$ cat src/rtl/vblank_arbiter.sv
// Framebuffer port arbiter: display fetches always win, two round-robin writers are admitted
// only inside the vertical-blanking window, and every grant is a fixed-length burst.
module vblank_arbiter #(
    parameter int BURST_LEN    = 16,
    parameter int VBLANK_LINES = 18,
    parameter int GUARD_LINES  = 1
) (
    input  logic       i_clk,
    input  logic       i_rst,
    input  logic       i_line_tick,
    input  logic       i_vde,
    input  logic       i_rd_req,
    input  logic [1:0] i_wr_req,
    output logic       o_rd_gnt,
    output logic [1:0] o_wr_gnt,
    output logic       o_busy,
    output logic       o_wr_window,
    output logic       o_rd_late
);

    localparam int CW = (BURST_LEN > 1) ? $clog2(BURST_LEN) : 1;
    localparam int BW = $clog2(VBLANK_LINES + 1);

    localparam logic [CW-1:0] BURST_LAST = CW'(BURST_LEN - 1);
    localparam logic [BW-1:0] BLANK_MAX  = BW'(VBLANK_LINES);
    localparam logic [BW-1:0] OPEN_LIMIT = BW'(VBLANK_LINES - GUARD_LINES);

    typedef enum logic [1:0] {
        S_IDLE,
        S_RD,
        S_WR,
        S_TURN
    } state_t;

    state_t          state_q,     state_d;
    logic [CW-1:0]   burst_cnt_q, burst_cnt_d;
    logic [BW-1:0]   blank_cnt_q, blank_cnt_d;
    logic            wr_ptr_q,    wr_ptr_d;
    logic            rd_gnt_q,    rd_gnt_d;
    logic [1:0]      wr_gnt_q,    wr_gnt_d;
    logic            busy_q,      busy_d;
    logic            wr_window_q, wr_window_d;
    logic            rd_late_q,   rd_late_d;
    logic            wr_pick;

    always_comb begin
        // NOTE: every signal gets a default first so no path through the case leaves it unassigned (no latches).
        state_d     = state_q;
        burst_cnt_d = burst_cnt_q;
        wr_ptr_d    = wr_ptr_q;
        rd_gnt_d    = rd_gnt_q;
        wr_gnt_d    = wr_gnt_q;

        // A lone requester wins outright; the pointer only breaks ties.
        wr_pick = (i_wr_req == 2'b11) ? wr_ptr_q : i_wr_req[1];

        case (state_q)
            S_IDLE: begin
                burst_cnt_d = '0;
                if (i_rd_req) begin
                    state_d  = S_RD;
                    rd_gnt_d = 1'b1;
                end else if (wr_window_q && (i_wr_req != 2'b00)) begin
                    state_d  = S_WR;
                    wr_gnt_d = wr_pick ? 2'b10 : 2'b01;
                    wr_ptr_d = ~wr_pick;
                end
            end
            S_RD, S_WR: begin
                if (burst_cnt_q == BURST_LAST) begin
                    state_d     = S_TURN;
                    burst_cnt_d = '0;
                    rd_gnt_d    = 1'b0;
                    wr_gnt_d    = 2'b00;
                end else begin
                    burst_cnt_d = burst_cnt_q + 1'b1;
                end
            end
            S_TURN: begin
                state_d = S_IDLE;
            end
            default: begin
                state_d     = S_IDLE;
                burst_cnt_d = '0;
                rd_gnt_d    = 1'b0;
                wr_gnt_d    = 2'b00;
            end
        endcase

        busy_d = rd_gnt_d | (|wr_gnt_d);

        if (i_vde) begin
            blank_cnt_d = '0;
        end else if (i_line_tick && (blank_cnt_q < BLANK_MAX)) begin
            blank_cnt_d = blank_cnt_q + 1'b1;
        end else begin
            blank_cnt_d = blank_cnt_q;
        end

        // The closing guard lines keep an admitted burst from running into active video.
        wr_window_d = ~i_vde & (blank_cnt_q < OPEN_LIMIT);
        rd_late_d   = i_line_tick & i_rd_req & ~rd_gnt_q;
    end

    always_ff @(posedge i_clk) begin
        // NOTE: state is updated with non-blocking assignments so every flop samples pre-edge values.
        if (i_rst) begin
            state_q     <= S_IDLE;
            burst_cnt_q <= '0;
            blank_cnt_q <= '0;
            wr_ptr_q    <= 1'b0;
            rd_gnt_q    <= 1'b0;
            wr_gnt_q    <= 2'b00;
            busy_q      <= 1'b0;
            wr_window_q <= 1'b0;
            rd_late_q   <= 1'b0;
        end else begin
            state_q     <= state_d;
            burst_cnt_q <= burst_cnt_d;
            blank_cnt_q <= blank_cnt_d;
            wr_ptr_q    <= wr_ptr_d;
            rd_gnt_q    <= rd_gnt_d;
            wr_gnt_q    <= wr_gnt_d;
            busy_q      <= busy_d;
            wr_window_q <= wr_window_d;
            rd_late_q   <= rd_late_d;
        end
    end

    assign o_rd_gnt    = rd_gnt_q;
    assign o_wr_gnt    = wr_gnt_q;
    assign o_busy      = busy_q;
    assign o_wr_window = wr_window_q;
    assign o_rd_late   = rd_late_q;

endmodule

$ cat config.mk
export PLATFORM = sky130hd
export DESIGN_NAME = vblank_arbiter
export DESIGN_NICKNAME = d
export VERILOG_FILES = /design/src/rtl/vblank_arbiter.sv
export SDC_FILE = /design/constraint.sdc
export NUM_CORES = 1
export LEC_CHECK = 0
export CORE_ASPECT_RATIO = 1.1
export CORE_MARGIN = 1.5
export CORE_UTILIZATION = 55
export CTS_BUF_LIST = sky130_fd_sc_hd__clkbuf_4
export DETAILED_ROUTE_END_ITERATION = 7
export PLACE_DENSITY = 0.8
export SYNTH_ARGS = -nofsm -noshare
export SYNTH_HDL_FRONTEND = slang
export SYNTH_SLANG_ARGS = --single-unit
$ cat constraint.sdc
create_clock -name i_clk -period 3.25 [get_ports i_clk]
set_input_delay 0.65 -clock i_clk [delete_from_list [all_inputs] [get_ports i_clk]]
set_output_delay 0.65 -clock i_clk [all_outputs]
set_load 0.01 [all_outputs]
Word-level counts from Yosys, hierarchy flattened
Index checks and enable logic that the tools add are counted.
{ "word_totals": {"input_bits": 7, "regBits": 18, "wordCells": 53, "out_inout_bits": 6} }
{ "classes": {"muxes": 15, "bitwise_logic": 8, "n_reduce_logical": 10, "eq_ne": 7, "n_lt_le_gt_ge": 2, "addsub": 2} }
{ "op_table": {"columns": ["op", "count"], "rows": [
  ["$mux W2", 7],
  ["$lt A5 B5 Y1 const B", 2],
  ["$pmux W4 S2", 1],
  ["$eq A2 B2 Y1 const B", 3],
  ["$pmux W2 S3", 1],
  ["$reduce_or A2 Y1", 3],
  ["$add A5 B1 Y5 const B", 1],
  ["$add A4 B1 Y4 const B", 1],
  ["$eq A4 B4 Y1 const B", 1],
  ["$mux W4", 1],
  ["$not A1 Y1", 4],
  ["$pmux W2 S2", 1],
  ["$reduce_bool A2 Y1", 2],
  ["$and A1 B1 Y1", 3],
  ["$mux W1", 3],
  ["$ne A3 B3 Y1 const B", 1],
  ["$reduce_and A3 Y1", 1],
  ["$eq A2 B1 Y1 const B", 1],
  ["$logic_and A1 B1 Y1", 2],
  ["$logic_not A2 Y1", 1],
  ["$ne A2 B2 Y1 const B", 1],
  ["$pmux W1 S2", 1],
  ["$reduce_and A2 Y1", 1],
  ["$or A1 B1 Y1", 1]
]} }

Logic depth before layout (Yosys ltp)
Gate-level depths: netlist of run 1.
{ "logic_depth": {"depth_word": 8, "depth_mapped": 6} }

Worst setup path before layout of run 1
No wires, ideal clock.
{ "synth_path": {"path_type": "input port to flip-flop", "from": "input i_wr_req[1]", "to": "register state_q[0]", "required_ns": 3.129, "path_buffers": 0, "stages": 3, "slack_ns": 1.806, "arrival_ns": 1.323, "path_cell_list": "o21ai_0 -> a32o_1 -> mux2_2"} }
{ "synth_between": {"elab_chain_len": 4} }
{ "synth_rtl": {"columns": ["element", "line_no", "rtl"], "rows": [
  ["start: declaration", "13", "input logic [1:0] i_wr_req,"],
  ["$reduce_bool A2 Y1", "63", "end else if (wr_window_q && (i_wr_req != 2'b00)) begin"],
  ["$logic_and A1 B1 Y1", "63", null],
  ["$ne A3 B3 Y1 (no source line)", null, null],
  ["$reduce_and A2 Y1 (no source line)", null, null],
  ["end signal: assignment", "118", "state_q <= state_d;"],
  ["end: declaration", "35", "state_t state_q, state_d;"]
]} }
Every way passes these cells.
A chain may end at the register's enable or synchronous reset.

Worst setup path after layout of run 1
{ "layout_path": {"from": "register rd_gnt_q (netlist: o_rd_gnt)", "to": "output o_rd_gnt"} }
{ "layout_lines": {"columns": ["element", "line_no", "rtl"], "rows": [
  ["start: declaration", "39", "logic rd_gnt_q, rd_gnt_d;"],
  ["start signal: assignment", "122", "rd_gnt_q <= rd_gnt_d;"],
  ["end: declaration", "14", "output logic o_rd_gnt,"]
]} }
No word-level cell between the ends.

==> results of run 1 <==
## power groups by stage
stage	registers [mW]	logic [mW]	clock network, mW
finish	0.272	0.190	0.111
global route	0.276	0.210	0.122
CTS	0.272	0.190	0.113
detailed placement	0.278	0.189	0
global placement	0.276	0.185	0
floorplan	0.279	0.125	0
## layer usage
metal  vias to the layer above  wire, um  track usage, %
met4                         0        37           11.25
met3                         4        40           4.762
met2                        10       917           36.25
met5                         -         0               0
met1                       354       741           21.69
li1                        408         -               -
## cells by family after synthesis
| group | count (synthesis) | share of synthesized area, % |
|---|---|---|
| multiplexers | 3 | 3.388 |
| buffers and inverters | 12 | 5.962 |
| AO/OA/AOI/OAI | 26 | 18.29 |
| XOR/XNOR | 2 | 1.897 |
| AND/OR/NAND/NOR | 41 | 26.02 |
| flip-flops | 18 | 39.02 |
| adder cells (fa/ha/maj) | 4 | 5.420 |
## path summary, 6_finish.rpt
path / start / endpoint / slack (ps) / cells after the start
worst max-delay path: o_rd_gnt$_SDFF_PP0_ / o_rd_gnt / 1320 / 1
worst min-delay path: burst_cnt_q[1]$_SDFFE_PP0N_ / burst_cnt_q[1]$_SDFFE_PP0N_ / 500 / 2
worst max register to register: state_q[1]$_SDFFE_PP0P_ / state_q[0]$_SDFFE_PP0P_ / 1760 / 4
worst min register to register: burst_cnt_q[1]$_SDFFE_PP0N_ / burst_cnt_q[1]$_SDFFE_PP0N_ / 500 / 2
## cell usage in the layout (no fill, tap or decap), types with 4 or more instances in the layout
cell / instances
sky130_fd_sc_hd__o21ai_0: 8
sky130_fd_sc_hd__ha_1: 4
sky130_fd_sc_hd__dfxtp_1: 18
sky130_fd_sc_hd__nor2b_1: 4
sky130_fd_sc_hd__nand3_1: 6
sky130_fd_sc_hd__nor2_1: 6
sky130_fd_sc_hd__a21oi_1: 7
sky130_fd_sc_hd__nand2_1: 5
sky130_fd_sc_hd__clkdlybuf4s50_1: 12
sky130_fd_sc_hd__inv_1: 8
## stage by stage
step	cells	power, mW
floorplan	106	0.4044
global placement	131	0.4612
detailed placement	131	0.4666
CTS	134	0.5754
global route	134	0.6075
finish	134	0.5727
## flip-flops by register name, summed over array words and instances (netlist names)
| signal | flops |
|---|---|
| o_wr_window | 1 |
| o_busy | 1 |
| state_q | 2 |
| blank_cnt_q | 5 |
| o_rd_late | 1 |
| burst_cnt_q | 4 |
| o_rd_gnt | 1 |
| wr_ptr_q | 1 |
| o_wr_gnt | 2 |
## area by class of cell
| cell class | instances | area [sq um] |
|---|---|---|
| clock buffer | 3 | 22.52 |
| fill | 134 | 514.2 |
| inverter | 8 | 30.03 |
| multi-input combinational | 76 | 508.0 |
| sequential | 18 | 360.3 |
| tap | 17 | 21.27 |
| timing repair buffer | 12 | 120.1 |
==> insert_results.sql, run 1 <==
INSERT INTO impl_metrics (metric_group, metric, value, unit) VALUES
('run_status', 'outcome', 'finished, final reports clean', ''),
('die', 'die_w', '42.07', 'um'),
('min_path', 'hp-class', 'flop to flop', ''),
('grt', 'gr-usage-all-layers', '19.97', '%'),
('timing', 'timing.clock.skew', '0.5831', 'ps'),
('power_and_ir_drop', 'power_switching_share', '31.93', '%'),
('place', 'final_wtd_congestion', '0.7996', ''),
('cts', 'ctsLongestPathBuffers', '2', ''),
('setup_path', 'crit_path_end_kind', 'output pin', ''),
('layout', 'antenna_cells', '0', ''),
('die', 'die_h', '45.98', 'um'),
('yosys', 'synth.distinct_cells', '39', ''),
('yosys', 'yosysTopAreaCellShare', '39.02', '%'),
('power_and_ir_drop', 'cellLeakagePower', '0.4037', 'nW'),
('place', 'port-buffer-count', '12', ''),
('yosys', 'synth_fp_nets', '117', ''),
('detailed_routing', 'via_density_per_instance', '5.791', ''),
('setup_path', 'cp_data_arrival_time', '1280', 'ps'),
('detailed_routing', 'route.antenna.remaining_nets', '0', ''),
('timing', 'hold_viol_final', '0', ''),
('yosys', 'cell_with_the_most_instances_after_synthesis', 'sky130_fd_sc_hd__dfxtp_1', ''),
('cts', 'tritoncts', 'yes', ''),
('detailed_routing', 'post-route-drc-count', '0', ''),
('detailed_routing', 'drt-total-wl', '1.736', 'mm'),
('yosys', 'synth_enable_flop_cells', '0', ''),
('cts', 'post-cts-setup-buffers', '0', ''),
('yosys', 'postSynthAreaPerCell', '8.711', 'sq um'),
('setup_path', 'worst-setup-path-type', 'flop to output pin', ''),
('setup_path', 'timing.critical_path.slowest_cell_delay', '570', 'ps'),
('place', 'placedInstanceArea', '1040', 'sq um'),
('layout', 'num-nets-final', '130', ''),
('die', 'initial_utilization', '58.57', '%'),
('yosys', 'mappedNetlistArea', '923.4', 'sq um'),
('layout', 'utilization', '67.38', '%'),
('setup_path', 'crit_path_max_fanout', '5', ''),
('yosys', 'async_reset_ff_share', '0', '%'),
('yosys', 'yosys-top-cells-area', 'sky130_fd_sc_hd__dfxtp_1 (39%), sky130_fd_sc_hd__ha_1 (5.4%), sky130_fd_sc_hd__o21ai_0 (4.3%)', ''),
('grt', 'grt_antenna_before_repair', '0', ''),
('timing', 'setup_repair_after_global_routing_missed_its_margin', 'false', ''),
('cts', 'root_buffer_selected_by_cts', 'sky130_fd_sc_hd__clkbuf_4', ''),
('yosys', 'synth_warnings', '0', ''),
('timing', 'actual_transition_at_the_worst_max_transition_pin', '393.5', 'ps'),
('cts', 'clock_insertion_delay_worst_skew', '290', 'ps'),
('layout', 'layout-drive-gt1-share', '7.692', '%'),
('timing', 'achievable-frequency', '517.4', 'MHz'),
('detailed_routing', 'detail_route.iter0.violations', '12', ''),
('power_and_ir_drop', 'ir_worst_vdd', '0.3043', 'mV'),
('setup_path', 'cp_cell_instances', 'clkdlybuf4s50_1', ''),
('timing', 'max-slew-margin-rel', '73.69', '%'),
('yosys', 'netlist.top_cell.by_area', 'sky130_fd_sc_hd__dfxtp_1', ''),
('yosys', 'synth-seq-area-share', '39.02', '%'),
('place', 'worst_slack_placed', '1157', 'ps'),
('power_and_ir_drop', 'comb_power_share', '33.1', '%'),
('setup_path', 'critPathRequiredTime', '2600', 'ps'),
('yosys', 'synthFlopType', 'sky130_fd_sc_hd__dfxtp_1', ''),
('timing', 'setup_viol', '0', ''),
('timing', 'final_min_period_over_clock_period', '59.47', '%'),
('grt', 'grt_pass1_vias', '679', ''),
('power_and_ir_drop', 'share_seq_of_total_power', '47.5', '%'),
('die', 'top_level_ports', '13', ''),
('cts', 'clk_pin_slew', '100', 'ps'),
('setup_path', 'worstPathBufferInverterCount', '1', ''),
('grt', 'grt_first_pass_wirelength', '2.849', 'mm'),
('yosys', 'postSynthCellCount', '106', ''),
('timing', 'totalNegativeSetupSlack', '0', 'ps'),
('power_and_ir_drop', 'net-switching-power', '0.1828', 'mW'),
('job', 'number_of_maximum_capacitance_violations', '0', ''),
('timing', 'hold-worst-slack', '496.6', 'ps'),
('timing', 'timing_max_transition_violations_final', '0', ''),
('power_and_ir_drop', 'pwr_cell_area', '539.1', 'nW/um^2'),
('die', 'core_area', '1577', 'sq um');
(Power assumes the default switching activity.)
==> inputs of run 2 (changes only) <==
- clock period: 3.25 -> 1.9 ns (I/O delays scaled with it)
==> run 2 against run 1 <==
Net effect: core utilization grew 0.71 points; critical path depth is the same; wire length grew 2.9%; die area is the same; clock power grew 77%; sequential share of layout area shrank 0.36 points; setup slack lost 1100 ps; clock-buffer cell count is the same; clock skew is essentially flat; first-iteration DRC count is the same; sequential power grew 72%.
==> insert_results.sql, run 2 (synthesized netlist as in run 1, its figures left out) <==
INSERT INTO impl_metrics (metric_group, metric, value, unit) VALUES
('run_status', 'outcome', 'finished, final reports clean', ''),
('detailed_routing', 'drt-total-wl', '1.786', 'mm'),
('grt', 'grt_util_met2', '37.19', '%'),
('setup_path', 'cp_num_cells', '1', ''),
('layout', 'antenna_cells', '0', ''),
('detailed_routing', 'route.antenna.remaining_nets', '0', ''),
('setup_path', 'timing.critical_path.to', 'o_rd_gnt', ''),
('timing', 'max-slew-margin-rel', '78.28', '%'),
('setup_path', 'crit_path_end_kind', 'output pin', ''),
('timing', 'timing_max_transition_violations_final', '0', ''),
('setup_path', 'crit_path_max_fanout', '5', ''),
('grt', 'gr-usage-all-layers', '19.98', '%'),
('setup_path', 'r2r_setup_slack', '430', 'ps'),
('detailed_routing', 'post-route-drc-count', '0', ''),
('layout', 'num-nets-final', '131', ''),
('cts', 'postCtsHoldBufs', '0', ''),
('timing', 'final_period_minus_worst_setup_slack', '1661', 'ps'),
('timing', 'hold_viol_final', '0', ''),
('layout', 'layout.cells.most_common', 'sky130_fd_sc_hd__dfxtp_1', ''),
('setup_path', 'cpMaxStageDelayCell', 'sky130_fd_sc_hd__clkdlybuf4s50_1', ''),
('layout', 'layout_common_cells', 'sky130_fd_sc_hd__dfxtp_1 (18), sky130_fd_sc_hd__clkdlybuf4s50_1 (12), sky130_fd_sc_hd__inv_1 (8), sky130_fd_sc_hd__o21ai_0 (8), sky130_fd_sc_hd__a21oi_1 (7)', ''),
('grt', 'grt.met3_usage', '3.175', '%'),
('power_and_ir_drop', 'cellLeakagePower', '0.4101', 'nW'),
('layout', 'design_area', '1074', 'sq um'),
('power_and_ir_drop', 'pwr_cell_area', '921.9', 'nW/um^2'),
('place', 'place.detailed.instances', '132', ''),
('place', 'placedInstanceArea', '1047', 'sq um'),
('detailed_routing', 'wl_per_cell', '13.13', 'um'),
('setup_path', 'worstRegToRegCells', '5', ''),
('timing', 'totalNegativeSetupSlack', '0', 'ps'),
('grt', 'grt.overflow.total', '0', ''),
('min_path', 'hold_path_startpoint', 'burst_cnt_q[1]$_SDFFE_PP0N_', ''),
('setup_path', 'critPathRequiredTime', '1520', 'ps'),
('place', 'port-buffer-count', '12', ''),
('place', 'worst_slack_placed', '195.7', 'ps'),
('timing', 'setup_ws', '239.1', 'ps'),
('layout', 'signed_area_change_from_the_synthesized_netlist_to_the_final_layout', '16.26', '%'),
('setup_path', 'worstReg2RegStart', 'state_q[0]$_SDFFE_PP0P_', ''),
('cts', 'tritoncts', 'yes', ''),
('layout', 'largest_reg_flops', '5', ''),
('grt', 'grt_start_max_net_pins', '11', ''),
('place', 'detailed_place_hpwl', '1.397', 'mm'),
('place', 'final_wtd_congestion', '0.7461', ''),
('power_and_ir_drop', 'ir_worst_vdd', '0.6059', 'mV'),
('setup_path', 'timing.critical_path.slowest_cell_delay', '560', 'ps'),
('grt', 'met1_usage', '19.81', '%'),
('die', 'die_w', '42.07', 'um'),
('setup_path', 'worstPathBufferInverterCount', '1', ''),
('power_and_ir_drop', 'comb_power_share', '32.9', '%'),
('cts', 'htree_levels', '1', ''),
('grt', 'grt_first_pass_wirelength', '2.863', 'mm'),
('setup_path', 'cp_data_arrival_time', '1280', 'ps'),
('setup_path', 'startpoint_type', 'flop', ''),
('grt', 'grt-busiest-layer', 'met2', ''),
('power_and_ir_drop', 'power.clock.fraction', '19.9', '%'),
('power_and_ir_drop', 'intPower', '0.6708', 'mW'),
('detailed_routing', 'route.vias.total', '812', ''),
('power_and_ir_drop', 'power.total', '0.9896', 'mW'),
('die', 'die_area', '1934', 'sq um'),
('die', 'number_of_rows_in_the_core_area', '15', ''),
('layout', 'multi_input_area', '508.0', 'sq um'),
('layout', 'layout.cells.non_filler', '136', ''),
('setup_path', 'critPathTopFamily', 'buffers and inverters', ''),
('timing', 'final_min_period_over_clock_period', '87.42', '%'),
('grt', 'grt_antenna_before_repair', '0', ''),
('cts', 'post-cts-setup-buffers', '0', ''),
('cts', 'ctsResizeCount', '0', ''),
('die', 'core_area', '1577', 'sq um'),
('layout', 'fillers', '129', ''),
('power_and_ir_drop', 'net-switching-power', '0.3188', 'mW'),
('detailed_routing', 'via_density_per_instance', '5.971', ''),
('timing', 'setup_viol', '0', ''),
('setup_path', 'worst_setup_path_startpoint', 'o_rd_gnt$_SDFF_PP0_', ''),
('detailed_routing', 'detail_route.iter0.violations', '12', ''),
('cts', 'cts_buffers', '3', ''),
('power_and_ir_drop', 'share_seq_of_total_power', '47.2', '%'),
('die', 'die_h', '45.98', 'um'),
('cts', 'clkSinkCount', '18', ''),
('power_and_ir_drop', 'power_switching_share', '32.21', '%'),
('die', 'top_level_ports', '13', ''),
('layout', 'sequential_cell_area', '360.3', 'sq um'),
('cts', 'clock_insertion_delay_worst_skew', '300', 'ps'),
('timing', 'actual_transition_at_the_worst_max_transition_pin', '325.1', 'ps'),
('timing', 'hold-worst-slack', '501.9', 'ps'),
('timing', 'setup_repair_after_global_routing_missed_its_margin', 'false', ''),
('setup_path', 'regToRegEndpoint', 'o_wr_gnt[1]$_SDFF_PP0_', ''),
('die', 'initial_utilization', '58.57', '%'),
('cts', 'ctsLongestPathBuffers', '2', ''),
('detailed_routing', 'detail_route.first_pass.iterations', '4', ''),
('layout', 'top_regs', 'blank_cnt_q x5, burst_cnt_q x4', ''),
('setup_path', 'cp_cell_instances', 'clkdlybuf4s50_1', ''),
('cts', 'root_buffer_selected_by_cts', 'sky130_fd_sc_hd__clkbuf_4', ''),
('cts', 'clk_pin_slew', '100', 'ps'),
('layout', 'layout-drive-gt1-share', '8.403', '%'),
('timing', 'achievable-frequency', '602.1', 'MHz'),
('timing', 'timing.clock.skew', '0.3481', 'ps'),
('layout', 'utilization', '68.10', '%'),
('job', 'number_of_maximum_capacitance_violations', '0', ''),
('layout', 'registers.top_by_ff_count', 'blank_cnt_q', ''),
('min_path', 'hp-class', 'flop to flop', ''),
('grt', 'grt_pass1_vias', '748', ''),
('setup_path', 'worst-setup-path-type', 'flop to output pin', '');
run 2: power by group through the flow:
| stage | sequential (mW) | clock [mW] | combinational (mW) |
|---|---|---|---|
| detailed placement | 0.475 | 0 | 0.324 |
| CTS | 0.466 | 0.198 | 0.326 |
| global placement | 0.472 | 0 | 0.318 |
| finish | 0.467 | 0.197 | 0.326 |
| floorplan | 0.478 | 0 | 0.214 |
| global route | 0.472 | 0.209 | 0.360 |
run 2: metal layers:
metal,part of all wire (%),wire (um),up-vias
met4,3.4,61,0
met2,51,913,17
met5,0,0,-
li1,-,-,410
met1,43,767,377
met3,2.4,43,8
run 2: final cells by class:
cell class,instances,share of cell area [%]
multi-input cells,76,47.32
flip-flops and latches,18,33.57
repair buffers,13,11.89
inverters,8,2.797
clock buffers,3,2.098
well taps,17,1.981
clock inverters,1,0.3497
run 2: worst min-delay path by stage:
stage / end / slack [ps] / depth (start not counted)
final: burst_cnt_q[1]$_SDFFE_PP0N_ / 500 / 2
after global routing: wr_ptr_q$_SDFFE_PP0P_ / 540 / 2
after CTS: burst_cnt_q[1]$_SDFFE_PP0N_ / 490 / 2
after detailed placement: burst_cnt_q[1]$_SDFFE_PP0N_ / 480 / 2
after global placement: burst_cnt_q[1]$_SDFFE_PP0N_ / 470 / 2
after floorplan: burst_cnt_q[1]$_SDFFE_PP0N_ / 450 / 2
